<file path="config.mk">
export PLATFORM = sky130hd
export DESIGN_NAME = bcd_counter_disp
export DESIGN_NICKNAME = d
export VERILOG_FILES = /design/src/rtl/bcd_counter_pkg.sv /design/src/rtl/bcd_digit_cell.sv /design/src/rtl/bcd_counter_disp.sv
export SDC_FILE = /design/constraint.sdc
export NUM_CORES = 1
export LEC_CHECK = 0
export ABC_AREA = 1
export CAP_MARGIN = 15
export CORE_UTILIZATION = 48
export CTS_BUF_LIST = sky130_fd_sc_hd__clkbuf_2 sky130_fd_sc_hd__clkbuf_4 sky130_fd_sc_hd__clkbuf_8
export DETAILED_ROUTE_END_ITERATION = 10
export PLACE_DENSITY = 0.74
export SLEW_MARGIN = 20
export SYNTH_ARGS = -nofsm -noshare
export SYNTH_HDL_FRONTEND = slang
export SYNTH_SLANG_ARGS = --single-unit
</file>
<file path="constraint.sdc">
create_clock -name i_clk -period 1.75 [get_ports i_clk]
set_input_delay 0.2625 -clock i_clk [delete_from_list [all_inputs] [get_ports i_clk]]
set_output_delay 0.2625 -clock i_clk [all_outputs]
set_load 0.02 [all_outputs]
</file>
<file path="src/rtl/bcd_counter_pkg.sv">
// Shared widths, segment constants and the BCD-to-7-segment decoder for bcd_counter_disp.
// Segment patterns are active-low, bit order gfedcba.
package bcd_counter_pkg;

    localparam int BCD_W = 4;
    localparam int SEG_W = 7;

    localparam logic [SEG_W-1:0] SEG_BLANK = 7'b111_1111;
    localparam logic [SEG_W-1:0] SEG_DASH  = 7'b011_1111;

    // Entry d holds the pattern for decimal digit d.
    localparam logic [9:0][SEG_W-1:0] SEG_TABLE = {
        7'b001_0000,  // 9
        7'b000_0000,  // 8
        7'b111_1000,  // 7
        7'b000_0010,  // 6
        7'b001_0010,  // 5
        7'b001_1001,  // 4
        7'b011_0000,  // 3
        7'b010_0100,  // 2
        7'b111_1001,  // 1
        7'b100_0000   // 0
    };

    function automatic logic [SEG_W-1:0] seg_decode(input logic [BCD_W-1:0] digit);
        logic [SEG_W-1:0] seg;
        if (digit > BCD_W'(9)) begin
            seg = SEG_DASH;
        end else begin
            seg = SEG_TABLE[digit];
        end
        return seg;
    endfunction

endpackage

</file>
<file path="src/rtl/bcd_digit_cell.sv">
// One decade of the BCD up/down counter: next-digit logic plus carry/borrow toward the
// next more significant digit. Carry/borrow depend only on the digit and direction.
module bcd_digit_cell
    import bcd_counter_pkg::*;
(
    input  logic [BCD_W-1:0] i_digit,
    input  logic             i_step,
    input  logic             i_up,
    output logic [BCD_W-1:0] o_next,
    output logic             o_carry,
    output logic             o_borrow
);

    always_comb begin
        o_carry  = i_up && (i_digit == BCD_W'(9));
        o_borrow = !i_up && (i_digit == '0);
        o_next   = i_digit;
        if (i_step) begin
            if (i_up) begin
                o_next = o_carry ? '0 : i_digit + 1'b1;
            end else begin
                o_next = o_borrow ? BCD_W'(9) : i_digit - 1'b1;
            end
        end
    end

endmodule

</file>
<file path="src/rtl/bcd_counter_disp.sv">
// N-digit BCD up/down counter with prescaler, load, clear, wrap pulse and 7-segment outputs.
// Define BCD_COUNTER_LZ_BLANK_EN to blank leading zeros on digits above digit 0.
module bcd_counter_disp
    import bcd_counter_pkg::*;
#(
    parameter int DIGITS   = 2,
    parameter int TICK_DIV = 1
) (
    input  logic                    i_clk,
    input  logic                    i_rst,
    input  logic                    i_clr,
    input  logic                    i_en,
    input  logic                    i_up,
    input  logic                    i_load,
    input  logic [BCD_W*DIGITS-1:0] i_load_val,
    output logic [BCD_W*DIGITS-1:0] o_bcd,
    output logic [SEG_W*DIGITS-1:0] o_seg,
    output logic                    o_wrap
);

    localparam int PRESC_W = (TICK_DIV > 1) ? $clog2(TICK_DIV) : 1;
    localparam logic [PRESC_W-1:0] PRESC_MAX = PRESC_W'(TICK_DIV - 1);

    logic [BCD_W*DIGITS-1:0] bcd_q, bcd_d;
    logic [BCD_W*DIGITS-1:0] bcd_step;
    logic [BCD_W*DIGITS-1:0] load_clamped;
    logic [PRESC_W-1:0]      presc_q, presc_d;
    logic                    wrap_q, wrap_d;
    logic                    tick;
    logic [DIGITS:0]         step;
    logic [DIGITS-1:0]       carry;
    logic [DIGITS-1:0]       borrow;

    assign tick = i_en && (presc_q == PRESC_MAX);

    for (genvar k = 0; k < DIGITS; k++) begin : g_digit
        bcd_digit_cell u_cell (
            .i_digit  (bcd_q[BCD_W*k +: BCD_W]),
            .i_step   (step[k]),
            .i_up     (i_up),
            .o_next   (bcd_step[BCD_W*k +: BCD_W]),
            .o_carry  (carry[k]),
            .o_borrow (borrow[k])
        );

        assign load_clamped[BCD_W*k +: BCD_W] =
            (i_load_val[BCD_W*k +: BCD_W] > BCD_W'(9)) ? BCD_W'(9) : i_load_val[BCD_W*k +: BCD_W];
    end

    // Ripple the step upward; a step escaping the top digit is the wrap-around.
    always_comb begin
        step    = '0;
        step[0] = tick;
        for (int k = 0; k < DIGITS; k++) begin
            step[k+1] = step[k] && (carry[k] || borrow[k]);
        end
    end

    always_comb begin
        bcd_d   = bcd_q;
        presc_d = presc_q;
        wrap_d  = 1'b0;
        if (i_clr) begin
            bcd_d   = '0;
            presc_d = '0;
        end else if (i_load) begin
            bcd_d   = load_clamped;
            presc_d = '0;
        end else if (i_en) begin
            bcd_d   = bcd_step;
            wrap_d  = step[DIGITS];
            presc_d = tick ? '0 : presc_q + 1'b1;
        end
    end

    always_ff @(posedge i_clk) begin
        if (!i_rst) begin
            bcd_q   <= '0;
            presc_q <= '0;
            wrap_q  <= 1'b0;
        end else begin
            bcd_q   <= bcd_d;
            presc_q <= presc_d;
            wrap_q  <= wrap_d;
        end
    end

    assign o_bcd  = bcd_q;
    assign o_wrap = wrap_q;

`ifdef BCD_COUNTER_LZ_BLANK_EN
    logic lead_zero;

    // Walk from the most significant digit down; a digit is blank while everything above is zero.
    always_comb begin
        o_seg     = '0;
        lead_zero = 1'b1;
        for (int k = DIGITS - 1; k >= 0; k--) begin
            lead_zero = lead_zero && (bcd_q[BCD_W*k +: BCD_W] == '0);
            if ((k > 0) && lead_zero) begin
                o_seg[SEG_W*k +: SEG_W] = SEG_BLANK;
            end else begin
                o_seg[SEG_W*k +: SEG_W] = seg_decode(bcd_q[BCD_W*k +: BCD_W]);
            end
        end
    end
`else
    always_comb begin
        o_seg = '0;
        for (int k = 0; k < DIGITS; k++) begin
            o_seg[SEG_W*k +: SEG_W] = seg_decode(bcd_q[BCD_W*k +: BCD_W]);
        end
    end
`endif

endmodule

</file>
# Yosys cells after proc, flatten, opt, wreduce, memory -nomap -nowiden
# Memories as Yosys holds them, arrays and structs flattened. A register that Yosys moved wholly into a read port is not among the register bits.
# Index checks and enable logic that the tools add are counted.
totals:
  romBits: 224
  ff_bits: 10
  n_memories: 2
  input_bits: 14
  word_cells: 63
  out_inout_bits: 23
memory_table:
  columns: ["memory", "depth", "width", "read_ports", "rd_ports_with_merged_regs", "wr", "line_no", "source"]
  rows:
  - ["(name not given)", 16, 7, 1, 1, 0, "bcd_counter_pkg.sv:30", "seg = SEG_TABLE[digit];"]
  - ["(name not given)", 16, 7, 1, 1, 0, "bcd_counter_pkg.sv:30", null]
classes:
  n_mux: 21
  n_eq_ne: 2
  reduce_logical: 20
  n_addsub: 5
  bitwise_logic: 3
  order_cmp: 6
ops:
  columns: ["cell", "count"]
  rows:
  - ["$mux 4", 14]
  - ["$mux 7", 4]
  - ["$gt 4x4->1 const B", 4]
  - ["$mux 8", 2]
  - ["$lt 4x5->1 const B", 2]
  - ["$add 4x1->4 const B", 2]
  - ["$eq 4x4->1 const B", 2]
  - ["$logic_not 4->1", 2]
  - ["$sub 4x1->4 const B", 2]
  - ["$logic_and 1x1->1", 7]
  - ["$reduce_bool 2->1", 3]
  - ["$reduce_and 2->1", 2]
  - ["$reduce_or 4->1", 1]
  - ["$not 1->1", 3]
  - ["$reduce_or 3->1", 1]
  - ["$logic_or 1x1->1", 2]
  - ["$reduce_or 2->1", 1]
  - ["$add 1x1->1 const B", 1]
  - ["$logic_not 1->1", 1]
  - ["$mux 1", 1]

# Logic depth before layout (Yosys ltp)
depth:
  ltp_word: 9
  depth_mapped: 16

# Modules after synthesis
# A second synthesis with hierarchy kept.
hier_totals:
  cells_unflattened: 269
  hier_area_um2: 1926.8
modules_own_cells:
  columns: ["mod", "n_inst", "cells_each", "area_per_inst_um2"]
  rows:
  - ["bcd_counter_disp", 1, 175, 1396.3]
  - ["bcd_digit_cell", 2, 47, 265.3]

# Worst setup path after synthesis
# OpenSTA, ideal clock, no wires.
synth_path:
  path_type: "flip-flop to flip-flop"
  from: "register bcd_q[0], in the netlist o_bcd[0]"
  to: "register with a tool-made name"
  setup_time_ns: 0.114
  required_ns: 1.636
  n_path_buf: 0
  synth_period_minus_slack_ns: 2.132
  path_slack_ns: -0.382
  t_arrival_ns: 2.018
  stages_incl_launch_ff: 17
  cell_sequence: "dfxtp_1 inv_1 ha_1 inv_1 nor2_2 nand2_2 nand2_2 nand2_4 nand2_4 nand2_1 o21ai_2 nor2_4 inv_1 ha_1 inv_1 nand3_1 nand2_1"
synth_lines:
  columns: ["item", "line_no", "source"]
  rows:
  - ["start, declared", "bcd_counter_disp.sv:24", "logic [BCD_W*DIGITS-1:0] bcd_q, bcd_d;"]
  - ["start signal, assigned", "bcd_counter_disp.sv:78", "bcd_q <= '0;"]
  - ["start signal, assigned", "bcd_counter_disp.sv:82", "bcd_q <= bcd_d;"]

==> impl_metrics.xml <==
<?xml version="1.0" encoding="UTF-8"?>
<metrics>
  <group name="layout">
    <metric name="drive_above_1_share" unit="%">51.73</metric>
    <metric name="diodes" unit="">0</metric>
    <metric name="finalNetCount" unit="">408</metric>
    <metric name="syn_to_final_growth" unit="%">70.64</metric>
    <metric name="final_util" unit="%">85.03</metric>
    <metric name="final_cells" unit="">423</metric>
  </group>
  <group name="drt">
    <metric name="wl_met2" unit="mm">2.954</metric>
    <metric name="top_signal_layer_used" unit="">met4</metric>
    <metric name="dr_wl_met3" unit="µm">238</metric>
    <metric name="drc" unit="">0</metric>
    <metric name="route.detailed.vias_per_inst" unit="">5.002</metric>
    <metric name="drt_pre_antenna_iters" unit="">5</metric>
    <metric name="routed_wire_length_per_instance" unit="µm">13.18</metric>
    <metric name="met1_length" unit="mm">2.153</metric>
    <metric name="detailed_route_wire_length" unit="mm">5.574</metric>
    <metric name="route.vias.total" unit="">2116</metric>
    <metric name="final_antenna_net_count" unit="">0</metric>
    <metric name="first_iter_violations" unit="">107</metric>
  </group>
  <group name="sta">
    <metric name="rsz0062_at_grt" unit="">true</metric>
    <metric name="setup_total_negative_slack" unit="ps">-1980</metric>
    <metric name="timing_worst_slew_pin_value" unit="ps">325.2</metric>
    <metric name="setup-violations-final" unit="">24</metric>
    <metric name="slew-limit-headroom" unit="%">77.76</metric>
    <metric name="layout_min_cycle_time" unit="ps">1934</metric>
    <metric name="clock.fmax" unit="GHz">0.5172</metric>
    <metric name="slew_viol_final" unit="">0</metric>
    <metric name="timing.final.crit_share" unit="%">110.5</metric>
    <metric name="worst_hold_slack" unit="ps">454.4</metric>
    <metric name="post-route-worst-setup-slack" unit="ps">-183.6</metric>
    <metric name="hold_viol_final" unit="">0</metric>
    <metric name="clock_skew" unit="ps">5.383</metric>
  </group>
  <group name="global_routing">
    <metric name="first_global_vias" unit="">2037</metric>
    <metric name="grt_antenna_before_repair" unit="">0</metric>
    <metric name="globalRouteOverflowTotal" unit="">0</metric>
    <metric name="global_route_wire_length_before_repair" unit="mm">8.666</metric>
    <metric name="global_route.usage.total" unit="%">26.99</metric>
    <metric name="maximum_number_of_pins_on_one_net_before_global_route_repair" unit="">14</metric>
  </group>
  <group name="placement">
    <metric name="placer_congestion" unit="">0.8577</metric>
    <metric name="dp.cells" unit="">407</metric>
    <metric name="placement.io_buffers" unit="">36</metric>
    <metric name="detailedPlace.worstSlack" unit="ps">-371.3</metric>
    <metric name="detailed_place_hpwl" unit="mm">3.732</metric>
  </group>
  <group name="clock_network">
    <metric name="count_of_hold_fix_buffers_inserted_at_cts" unit="">0</metric>
    <metric name="clk_pin_slew" unit="ps">90</metric>
    <metric name="clk_path_buf_depth" unit="">2</metric>
    <metric name="clock_sink_count" unit="">24</metric>
    <metric name="clk_root_buffer_cell" unit="">sky130_fd_sc_hd__clkbuf_8</metric>
    <metric name="clock_tree_from_tritoncts" unit="">yes</metric>
    <metric name="clock_insertion_delay_worst_skew" unit="ps">270</metric>
    <metric name="number_of_buffers_created_by_cts" unit="">3</metric>
    <metric name="cts_htree_levels" unit="">1</metric>
  </group>
  <group name="min_path">
    <metric name="hold_path.class" unit="">reg2reg</metric>
    <metric name="whs_path_depth" unit="">2</metric>
  </group>
  <group name="floorplan">
    <metric name="floorplan.rows" unit="">22</metric>
    <metric name="fp.dieW" unit="µm">63.65</metric>
    <metric name="count_of_pins_on_the_block_boundary" unit="">37</metric>
    <metric name="core" unit="µm²">3661</metric>
    <metric name="floorplan.initialDensity" unit="%">49.83</metric>
    <metric name="die_height" unit="µm">63.65</metric>
    <metric name="die_area" unit="µm²">4051</metric>
  </group>
  <group name="pwr">
    <metric name="internal-power" unit="W">0.001106</metric>
    <metric name="sw_frac_of_total" unit="%">34.66</metric>
    <metric name="power.combinational.fraction" unit="%">43.6</metric>
    <metric name="p_leak" unit="nW">1.627</metric>
    <metric name="pwr_density_cell" unit="nW/µm²">543.9</metric>
    <metric name="vdd_drop_max" unit="mV">0.3892</metric>
    <metric name="netSwitchingPower" unit="W">0.0005869</metric>
    <metric name="p_clk_share" unit="%">21.1</metric>
    <metric name="power.sequential.fraction" unit="%">35.3</metric>
  </group>
  <group name="worst_setup_path">
    <metric name="setup.worst_path.end_class" unit="">flop</metric>
    <metric name="path_class" unit="">reg2reg</metric>
    <metric name="worstPathMaxFanout" unit="">4</metric>
    <metric name="crit_path_start_kind" unit="">flop</metric>
    <metric name="path_delay_family" unit="">simple AND/OR/NAND/NOR gates</metric>
    <metric name="critPathArrivalTime" unit="ps">2100</metric>
    <metric name="reg2regPathDepth" unit="">17</metric>
    <metric name="crit_buf_inv" unit="">5</metric>
    <metric name="timing.critical_path.slowest_cell_delay" unit="ps">380</metric>
    <metric name="crit_slowest_cell" unit="">sky130_fd_sc_hd__dfxtp_4</metric>
    <metric name="crit_cells" unit="">17</metric>
    <metric name="data_required_time_at_the_worst_endpoint" unit="ps">1910</metric>
    <metric name="cpMostUsedCell" unit="">sky130_fd_sc_hd__inv_2</metric>
    <metric name="crit_chain" unit="">inv_4 &gt; buf_6 &gt; ha_4 &gt; inv_2 &gt; nor2_4 &gt; nand2_2 &gt; nand2_2 &gt; nand2_4 &gt; nand2_8 &gt; nand2_4 &gt; o21ai_4 &gt; nor2_4 &gt; inv_2 &gt; ha_4 &gt; inv_2 &gt; nand3_2 &gt; nand2_1</metric>
  </group>
  <group name="logic_synthesis">
    <metric name="post-synth-top-area-fraction" unit="%">26.34</metric>
    <metric name="synth_sequential_area_ratio" unit="%">26.34</metric>
    <metric name="synth_common_cells" unit="">sky130_fd_sc_hd__nand2_1, sky130_fd_sc_hd__inv_1, sky130_fd_sc_hd__nand3_1</metric>
    <metric name="yosys_register_bits" unit="">24</metric>
    <metric name="post_synth.cell_area_avg" unit="µm²">6.832</metric>
    <metric name="synth.yosys.warnings" unit="">0</metric>
    <metric name="most_common_flop_cell_mapped_by_yosys" unit="">sky130_fd_sc_hd__dfxtp_1</metric>
    <metric name="synth_area_leader_cell" unit="">sky130_fd_sc_hd__dfxtp_1</metric>
    <metric name="synth.most_common_cell" unit="">sky130_fd_sc_hd__nand2_1</metric>
    <metric name="synth_area_leaders" unit="">sky130_fd_sc_hd__dfxtp_1, sky130_fd_sc_hd__nand2_1, sky130_fd_sc_hd__ha_1</metric>
    <metric name="synth_edf_count" unit="">0</metric>
    <metric name="synth.lib_cells_used.distinct" unit="">31</metric>
    <metric name="syn_inst" unit="">267</metric>
    <metric name="synth_area" unit="µm²">1824</metric>
    <metric name="ys_async_sr_fraction" unit="%">0</metric>
    <metric name="synth_fp_nets" unit="">299</metric>
  </group>
  <group name="outcome">
    <metric name="violations" unit="">negative setup slack</metric>
    <metric name="outcome" unit="">finished, violations left</metric>
  </group>
  <group name="job">
    <metric name="maxCapViolCount" unit="">0</metric>
  </group>
</metrics>
==> cell families (layout without fill, tap and decap cells) <==
logic type / after synthesis / in the layout / synth area share, %
AO/OA/AOI/OAI: 17 / 17 / 6.859
XOR/XNOR: 1 / 1 / 0.4802
adder cells (fa/ha/maj): 18 / 18 / 12.35
buffers and inverters: 45 / 152 / 10.29
flip-flops: 24 / 24 / 26.34
AND/OR/NAND/NOR: 162 / 163 / 43.69
==> timing repair <==
item	4_1_cts	5_1_grt
cloned	1	0
endpoints found under the setup margin	31	33
buffers inserted	8	5
gates resized for setup	98	45
pin swaps	11	13
hold endpoints to repair	0	0
==> cell type report <==
class	count	area (µm²)
Clock buffer	4	48.80
Fill cell	221	548.0
Inverter	42	170.2
Multi-Input combinational cell	199	1468
Sequential cell	24	494.2
Tap cell	48	60.06
Timing Repair Buffer	106	872.1
==> routing by layer <==
metal  up-vias  global-route usage [%]
li1       1055                       -
met1       967                   29.23
met2        66                   50.93
met4         0                   11.93
met3        28                   3.804
met5         -                       0
==> cells in the final DEF, fill, tap and decap left out, drive strengths merged <==
cell           Yosys  final
dlymetal6s2s       0      1
o21bai             1      1
a21boi             1      1
dlygate4sd2        0      4
a31oi              1      1
o21ai              4      4
nor3               1      1
clkdlybuf4s50      0     17
a2111oi            1      1
ha                18     18
nand2             86     87
nand4              4      4
buf                3     84
and3               1      1
or2               13     13
clkbuf             0      4
dfxtp             24     24
a21oi              9      9
nor2              20     20
inv               42     42
nand3b             2      2
xnor2              1      1
nand3             35     35
==> worst min-delay path, cell delays in order, from the launching register on <==
cell and delay [ps]:
sky130_fd_sc_hd__dfxtp_1 310, sky130_fd_sc_hd__inv_1 60, sky130_fd_sc_hd__nor3_1 50
==> power by group through the flow <==
stage / Sequential [W] / Clock (W) / Combinational (W)
6_report: 0.000599 / 0.000357 / 0.000738
3_5_place_dp: 0.000611 / 0 / 0.000636
2_1_floorplan: 0.000627 / 0 / 0.000336
3_3_place_gp: 0.000610 / 0 / 0.000623
5_1_grt: 0.000603 / 0.000379 / 0.000794
4_1_cts: 0.000597 / 0.000362 / 0.000664
==> stage by stage <==
step	area (µm²)	total power [W]
finish	3113	0.001693
global route	3113	0.001776
CTS	2927	0.001623
detailed placement	2729	0.001247
global placement	2729	0.001234
floorplan	1896	0.0009631
==> path summary, 6_finish.rpt <==
| check | startpoint | endpoint | slack [ps] |
|---|---|---|---|
| max | o_bcd[0] | flop | -180 |
| min | presc_q | presc_q | 450 |
| max reg2reg | o_bcd[0] | flop | -180 |
| min reg2reg | presc_q | presc_q | 450 |
Note: power is estimated with default switching activity, not from simulation.
